$ cat src/rtl/hazard_fwd_unit_pkg.sv
// Shared hazard/forwarding definitions for the decode stage.
// Operand-source encodings are also used by the EX operand muxes.
package hazard_fwd_unit_pkg;

  localparam int RAW_DEF = 5;

  localparam logic [1:0] FWD_RF     = 2'b00;
  localparam logic [1:0] FWD_EXALU  = 2'b01;
  localparam logic [1:0] FWD_MEMALU = 2'b10;
  localparam logic [1:0] FWD_MEMLD  = 2'b11;

  function automatic logic [1:0] mem_sel(input logic load);
    return load ? FWD_MEMLD : FWD_MEMALU;
  endfunction

endpackage

$ cat src/rtl/hazard_fwd_unit_shadow_entry.sv
// One shadow pipeline entry {rd, wreg, load}.
// Synchronous clear, advance enable and bubble insert.
module hazard_shadow_entry #(
  parameter int W = 7
) (
  input  logic         clk,
  input  logic         clrn,
  input  logic         en,
  input  logic         bubble,
  input  logic [W-1:0] d,
  output logic [W-1:0] q
);

  always_ff @(posedge clk) begin
    if (!clrn) begin
      q <= '0;
    end else if (en) begin
      q <= bubble ? '0 : d;
    end
  end

endmodule

$ cat src/rtl/hazard_fwd_unit.sv
// Decode-stage hazard controller: load-use stall, operand
// forwarding selects, branch flush and a saturating stall counter.
module hazard_fwd_unit
  import hazard_fwd_unit_pkg::*;
#(
  parameter int RAW  = RAW_DEF,
  parameter int CNTW = 16
) (
  input  logic            Clk,
  input  logic            Clrn,
  input  logic            We,
  input  logic [RAW-1:0]  Rs,
  input  logic [RAW-1:0]  Rt,
  input  logic            UseRs,
  input  logic            UseRt,
  input  logic            Wreg,
  input  logic            Reg2reg,
  input  logic [RAW-1:0]  Rd,
  input  logic            BranchTaken,
  output logic            Stall,
  output logic [1:0]      FwdA,
  output logic [1:0]      FwdB,
  output logic            Flush,
  output logic [CNTW-1:0] StallCnt
);

  localparam int EW = RAW + 2;

  logic [EW-1:0]  e_d;
  logic [EW-1:0]  e_q;
  logic [EW-1:0]  m_q;
  logic [RAW-1:0] e_rd;
  logic [RAW-1:0] m_rd;
  logic           e_wreg;
  logic           e_load;
  logic           m_wreg;
  logic           m_load;
  logic           e_bubble;

  assign {e_rd, e_wreg, e_load} = e_q;
  assign {m_rd, m_wreg, m_load} = m_q;
  assign e_d      = {Rd, Wreg, ~Reg2reg};
  assign e_bubble = Stall | BranchTaken;

  hazard_shadow_entry #(.W(EW)) u_e (
    .clk    (Clk),
    .clrn   (Clrn),
    .en     (We),
    .bubble (e_bubble),
    .d      (e_d),
    .q      (e_q)
  );

  hazard_shadow_entry #(.W(EW)) u_m (
    .clk    (Clk),
    .clrn   (Clrn),
    .en     (We),
    .bubble (1'b0),
    .d      (e_q),
    .q      (m_q)
  );

  logic e_hit_a;
  logic e_hit_b;
  logic m_hit_a;
  logic m_hit_b;

  assign e_hit_a = UseRs && e_wreg
                && (e_rd == Rs) && (Rs != '0);
  assign e_hit_b = UseRt && e_wreg
                && (e_rd == Rt) && (Rt != '0);
  assign m_hit_a = UseRs && m_wreg
                && (m_rd == Rs) && (Rs != '0);
  assign m_hit_b = UseRt && m_wreg
                && (m_rd == Rt) && (Rt != '0);

  // A load in E cannot forward yet; branch squashes the stall.
  logic load_use;

  assign load_use = (e_hit_a | e_hit_b) & e_load;
  assign Stall    = load_use & ~BranchTaken;
  assign Flush    = BranchTaken;

  // Younger E entry wins; terms made exclusive for the decoder.
  logic e_fwd_a;
  logic e_fwd_b;
  logic m_fwd_a;
  logic m_fwd_b;

  assign e_fwd_a = e_hit_a & ~e_load;
  assign e_fwd_b = e_hit_b & ~e_load;
  assign m_fwd_a = m_hit_a & ~e_fwd_a;
  assign m_fwd_b = m_hit_b & ~e_fwd_b;

  always_comb begin
    FwdA = FWD_RF;
    unique case (1'b1)
      e_fwd_a: FwdA = FWD_EXALU;
      m_fwd_a: FwdA = mem_sel(m_load);
      default: FwdA = FWD_RF;
    endcase
  end

  always_comb begin
    FwdB = FWD_RF;
    unique case (1'b1)
      e_fwd_b: FwdB = FWD_EXALU;
      m_fwd_b: FwdB = mem_sel(m_load);
      default: FwdB = FWD_RF;
    endcase
  end

  always_ff @(posedge Clk) begin
    if (!Clrn) begin
      StallCnt <= '0;
    end else if (We && Stall && (StallCnt != '1)) begin
      StallCnt <= StallCnt + CNTW'(1);
    end
  end

endmodule

$ cat config.mk
export PLATFORM = sky130hd
export DESIGN_NAME = hazard_fwd_unit
export DESIGN_NICKNAME = d
export VERILOG_FILES = /design/src/rtl/hazard_fwd_unit_pkg.sv /design/src/rtl/hazard_fwd_unit_shadow_entry.sv /design/src/rtl/hazard_fwd_unit.sv
export SDC_FILE = /design/constraint.sdc
export NUM_CORES = 1
export LEC_CHECK = 0
export BUFFER_PORTS_ARGS = -buffer_cell sky130_fd_sc_hd__buf_2
export CORE_ASPECT_RATIO = 0.75
export CORE_MARGIN = 2
export CORE_UTILIZATION = 48
export DETAILED_ROUTE_END_ITERATION = 10
export HOLD_SLACK_MARGIN = 0.03
export PLACE_DENSITY = 0.73
export SLEW_MARGIN = 20
export SYNTH_ARGS = -nofsm -noshare
export SYNTH_HDL_FRONTEND = slang
export SYNTH_SLANG_ARGS = --single-unit
$ cat constraint.sdc
create_clock -name Clk -period 1.8 [get_ports Clk]
set_clock_uncertainty 0.15 [all_clocks]
set_input_delay 0.09 -clock Clk [delete_from_list [all_inputs] [get_ports Clk]]
set_output_delay 0.09 -clock Clk [all_outputs]
set_load 0.05 [all_outputs]
==> Word-level counts from Yosys, hierarchy flattened <==
Cells that the tools add are included.
{ "word_totals": {"ff_bits": 30, "latch_bits": 0, "mem_bits_rw": 0, "rom_bits": 0, "in_bits": 23, "output_inout_bits": 22, "wordCells": 42, "memories": 0} }
{ "op_classes": {"add_sub_neg": 1, "multipliers": 0, "n_div": 0, "n_lt_le_gt_ge": 0, "n_eq_ne": 5, "shift": 0, "mux": 4, "bitwise_logic": 13, "reduce_logical": 16} }
{ "ops": {"columns": ["op", "n"], "rows": [
  ["$eq 5x5->1", 4],
  ["$add 16x1->16 const B", 1],
  ["$ne 16x16->1 const B", 1],
  ["$logic_and 1x1->1", 14],
  ["$reduce_bool 5->1", 2],
  ["$pmux 2 s2", 2],
  ["$mux 7", 1],
  ["$and 1x1->1", 6],
  ["$not 1->1", 5],
  ["$or 1x1->1", 2],
  ["$mux 1", 1]
]} }

==> Longest topological paths before layout <==
{ "logic_depth": {"depth_word": 8, "mapped_depth": 7, "ltp_nobuf": 6} }

==> By module <==
Synthesis repeated with hierarchy kept, for this count alone.
{ "hier_totals": {"hier_cells": 203, "hier_area_um2": 1749.2} }
{ "by_module_without_submodules": {"columns": ["module", "n_inst", "cells_each", "area_per_inst_um2", "seq_area_each_um2"], "rows": [
  ["hazard_fwd_unit", 1, 143, 1181.1, 320.3],
  ["hazard_shadow_entry", 2, 30, 284.0, 140.1]
]} }

==> Worst setup path before layout <==
Ideal clock, no wire load.
{ "synth_timing": {"path_kind": "flip-flop to output port", "start": "reg u_e.q[4]", "end": "out Stall", "arrival_ps": 2072, "t_required_ps": 1560, "slack_ps": -512, "path_stages_with_launch": 6, "n_path_buf": 0, "cell_sequence": "dfxtp_1 -> xor2_1 -> nor4_2 -> nand4b_4 -> a21boi_2 -> nor2b_1"} }
{ "synth_via": {"elab_chain_len": 6, "elab_cells_between_ends": 9, "classes_between": "2 x eq/ne; 3 x bitwise; 4 x reduce/logical"} }
{ "synth_rtl": {"columns": ["item", "line_no", "rtl"], "rows": [
  ["start, declared", "hazard_fwd_unit_shadow_entry.sv:11", "output logic [W-1:0] q"],
  ["start signal, assigned", "hazard_fwd_unit_shadow_entry.sv:18", "q <= bubble ? '0 : d;"],
  ["$eq 5x5->1, on equally long branches", "hazard_fwd_unit.sv:69, hazard_fwd_unit.sv:71", null],
  ["$logic_and 1x1->1, on equally long branches (2 in series)", "hazard_fwd_unit.sv:69, hazard_fwd_unit.sv:71", null],
  ["$or 1x1->1 (*)", "hazard_fwd_unit.sv:80", "assign load_use = (e_hit_a | e_hit_b) & e_load;"],
  ["$and 1x1->1 (*)", "hazard_fwd_unit.sv:80", null],
  ["$and 1x1->1 (*)", "hazard_fwd_unit.sv:81", "assign Stall = load_use & ~BranchTaken;"],
  ["end, declared", "hazard_fwd_unit.sv:20", "output logic Stall,"]
]} }
Every way passes the cells marked *; elsewhere a longest branch is shown, timed or not.

==> Worst setup path in the final report <==
{ "layout_timing": {"start": "reg u_e.q[4]", "end": "out FwdB[0]"} }
{ "layout_via": {"elab_chain_len": 7} }
{ "layout_rtl": {"columns": ["item", "line_no", "rtl"], "rows": [
  ["$eq 5x5->1 (*)", "hazard_fwd_unit.sv:71", "&& (e_rd == Rt) && (Rt != '0);"],
  ["$logic_and 1x1->1 (*) (2 in series)", "hazard_fwd_unit.sv:71", null],
  ["$and 1x1->1 (*)", "hazard_fwd_unit.sv:91", "assign e_fwd_b = e_hit_b & ~e_load;"],
  ["$not 1->1", "hazard_fwd_unit.sv:93", "assign m_fwd_b = m_hit_b & ~e_fwd_b;"],
  ["$and 1x1->1", "hazard_fwd_unit.sv:93", null],
  ["$pmux 2 s2 (*)", "hazard_fwd_unit.sv:106", "unique case (1'b1)"],
  ["end, declared", "hazard_fwd_unit.sv:22", "output logic [1:0] FwdB,"]
]} }
Marked as above.

==> results.cfg <==
[status]
run_status = finished with violations
violations_in_the_final_reports = negative setup slack

[power_and_ir_drop]
vdd_ir_max_uv = 509
total_leakage_power_nw = 1.18
finalPower_w = 0.00156
powerDensity_nw_per_um2 = 534

[clock_network]
tritoncts.num_buffers = 5
cts_max_level = 2
cts_tree = built
clock-root-buffer = sky130_fd_sc_hd__clkbuf_8
worstSkewPairLatency_ps = 300
cts_sinks = 30
cts-root-to-sink-buffers = 2
worst_path_clk_slew_ps = 70

[logic_synthesis]
yosysTopAreaCellShare = 0.313
synth_top_cell_by_area = sky130_fd_sc_hd__dfxtp_1
synthDistinctLibCells = 36
synthCells = 225
syn_avg_cell_area_um2 = 8.53
synthTopCellsByArea = sky130_fd_sc_hd__dfxtp_1, sky130_fd_sc_hd__mux2i_1, sky130_fd_sc_hd__nand2_1
yosys_register_bits = 30
synth_fp_nets = 249
ys_top_cells_by_count = sky130_fd_sc_hd__nand2_1, sky130_fd_sc_hd__dfxtp_1, sky130_fd_sc_hd__mux2i_1
synth-warning-count = 0
synth_async_sr_flop_share = 0
portion_of_the_post_synthesis_area_used_by_sequential_elements = 0.313
dominantRegCellSynth = sky130_fd_sc_hd__dfxtp_1
synth-edff-count = 0
syn_area_um2 = 1920
synth_most_common_cell = sky130_fd_sc_hd__nand2_1

[critical_path]
worstPathCellList = xor2_2 -> nor4_2 -> nand4b_4 -> buf_6 -> nor2_4 -> a21o_4 -> buf_8
critPathSlowestCell = sky130_fd_sc_hd__nor4_2
critical_path.max_stage_delay_ps = 360
end_kind = output pin
crit_arrival_ps = 1860
critPathTopFamily = simple AND/OR/NAND/NOR gates
cp-start-kind = flop
cp_data_required_time_ps = 1560
worstPathMaxFanout = 4
timing.critical_path.buf_inv = 2
timing_worst_setup_path_type = flop to output pin

[floorplanning]
die_height_um = 58.8
initial_utilization = 0.511
core-area_um2 = 3760
die_w_um = 77.0
die_area_um2 = 4530
boundaryPins = 45
rows = 19

[timing]
relSlewSlack = 0.686
shortest_period_the_worst_path_allows_ps = 2100
finalSetupViolations = 22
drv_slew = 0
timing.hold.ws_ps = 70.4
rsz0062_at_grt = true
max_freq_mhz = 476
worst_pin_slew_ps = 470
fin_ws_ps = -299
layout_worst_path_cycle_share = 1.17
report.final.hold_viol_count = 0

[global_routing]
antenna_violations_before_repair = 0
grt_use_total = 0.286
groute.layer.met2.usage = 0.435
grt_first_pass_wirelength_um = 9840
grt_start_max_net_pins = 26
grt_busiest_layer = met2
overflow = 0
gr-usage-met3 = 0.0552
met1_usage = 0.393
via_count_of_the_first_global_routing_pass = 1944

[final_layout]
antennaDiodeCount = 0
final_core_utilization = 0.779
area_growth_pct = 52.5
multiInputGateArea_um2 = 1450
register_area_um2 = 617
final_area_um2 = 2930
fill_cells = 254
final_net_count = 333
drive_gt1_frac = 0.416

[placed_design]
place_congestion = 0.961
place_area_um2 = 2460
port_buffers = 44
detailed_place_hpwl_um = 3750

[routing]
drt_first_pass_iters = 4
vias = 2008
detail-route-antenna-nets = 0
postRouteWirelength_um = 5990
wl_per_cell_um = 16.6
detail_route.iter0.violations = 136
drt_drc_violations_left = 0
avgViaCountPerCell = 5.55

[hold_path]
hold_path_class = input port to flop

[run]
drv.max_cap_violation_count = 0
==> through the flow <==
stage	setup TNS, ps	setup slack [ps]	cells
2_1_floorplan	-49.2	-49.2	225
3_3_place_gp	-958	-117	339
3_5_place_dp	-1640	-168	339
4_1_cts	-4550	-308	362
5_1_grt	-6370	-355	362
6_report	-4260	-299	362
==> placed cells by master (no fill, tap or decap), types with 3 or more instances in the layout <==
master / count
sky130_fd_sc_hd__buf_2: 39
sky130_fd_sc_hd__nand2_1: 37
sky130_fd_sc_hd__buf_4: 28
sky130_fd_sc_hd__mux2i_1: 23
sky130_fd_sc_hd__dfxtp_1: 19
sky130_fd_sc_hd__nand2b_1: 16
sky130_fd_sc_hd__a21oi_4: 11
sky130_fd_sc_hd__nor2b_1: 11
sky130_fd_sc_hd__dfxtp_2: 10
sky130_fd_sc_hd__nand3_1: 10
sky130_fd_sc_hd__nand4_1: 10
sky130_fd_sc_hd__xnor2_1: 9
sky130_fd_sc_hd__xor2_1: 9
sky130_fd_sc_hd__dlygate4sd3_1: 9
sky130_fd_sc_hd__and3_1: 6
sky130_fd_sc_hd__o21ai_0: 5
sky130_fd_sc_hd__clkbuf_8: 5
sky130_fd_sc_hd__buf_6: 5
sky130_fd_sc_hd__nor2_1: 4
sky130_fd_sc_hd__buf_8: 4
sky130_fd_sc_hd__buf_12: 4
sky130_fd_sc_hd__nor4_2: 3
sky130_fd_sc_hd__and4_1: 3
==> tightest hold or removal path, stage by stage <==
cell	delay [ps]
sky130_fd_sc_hd__buf_2	130
sky130_fd_sc_hd__nor2b_1	120
sky130_fd_sc_hd__nand2_1	90
sky130_fd_sc_hd__o21ai_1	50
==> cell type report <==
class,count,area share
Timing Repair Buffer,89,0.236
Multi-Input combinational cell,183,0.494
Tap cell,52,0.0222
Clock inverter,3,0.0137
Sequential cell,30,0.211
Clock buffer,5,0.0235
==> worst paths after layout <==
check                                               from                  endpoint  slack (ps)  cells past startpoint
worst min register to register  StallCnt[6]$_SDFFE_PN0P_  StallCnt[6]$_SDFFE_PN0P_         330                      2
worst max register to register     u_e.q[4]$_SDFFE_PN0P_  StallCnt[4]$_SDFFE_PN0P_        -260                      8
worst min-delay path                                  We     u_e.q[1]$_SDFFE_PN0P_          70                      4
worst max-delay path               u_e.q[4]$_SDFFE_PN0P_                   FwdB[0]        -300                      7
==> state kept, by name, summed over array words and instances (netlist names) <==
name      count
StallCnt     16
u_e.q         7
u_m.q         7
==> cell families (layout without fill, tap and decap cells) <==
group                    count (synthesis)  after routing  share of synthesized area
XOR/XNOR                                20             20                     0.0913
buffers and inverters                   12             97                     0.0365
flip-flops                              30             30                      0.313
adder cells (fa/ha/maj)                  1              1                    0.00652
multiplexers                            23             23                      0.120
AND/OR/NAND/NOR                        112            112                      0.331
AO/OA/AOI/OAI                           27             27                      0.102
==> per-layer routing <==
layer  share of wire  vias up
li1                -      947
met1            0.45      958
met2            0.45       87
met3           0.078       16
met4           0.026        0
met5               0        -
==> power by group <==
group          switching [W]  internal [W]
clock network       0.000278      0.000407
logic               0.000102     0.0000940
registers          0.0000102      0.000672
total               0.000391       0.00117
==> repair_timing <==
action | CTS | global route
endpoints found under the setup margin | 21 | 28
hold buffers | 9 | 0
gates cloned | 1 | 0
hold endpoints to repair | 9 | 0
gates resized for setup | 39 | 14
pin swaps | 5 | 10
buffers inserted | 5 | 2
(Power assumes the default switching activity.)
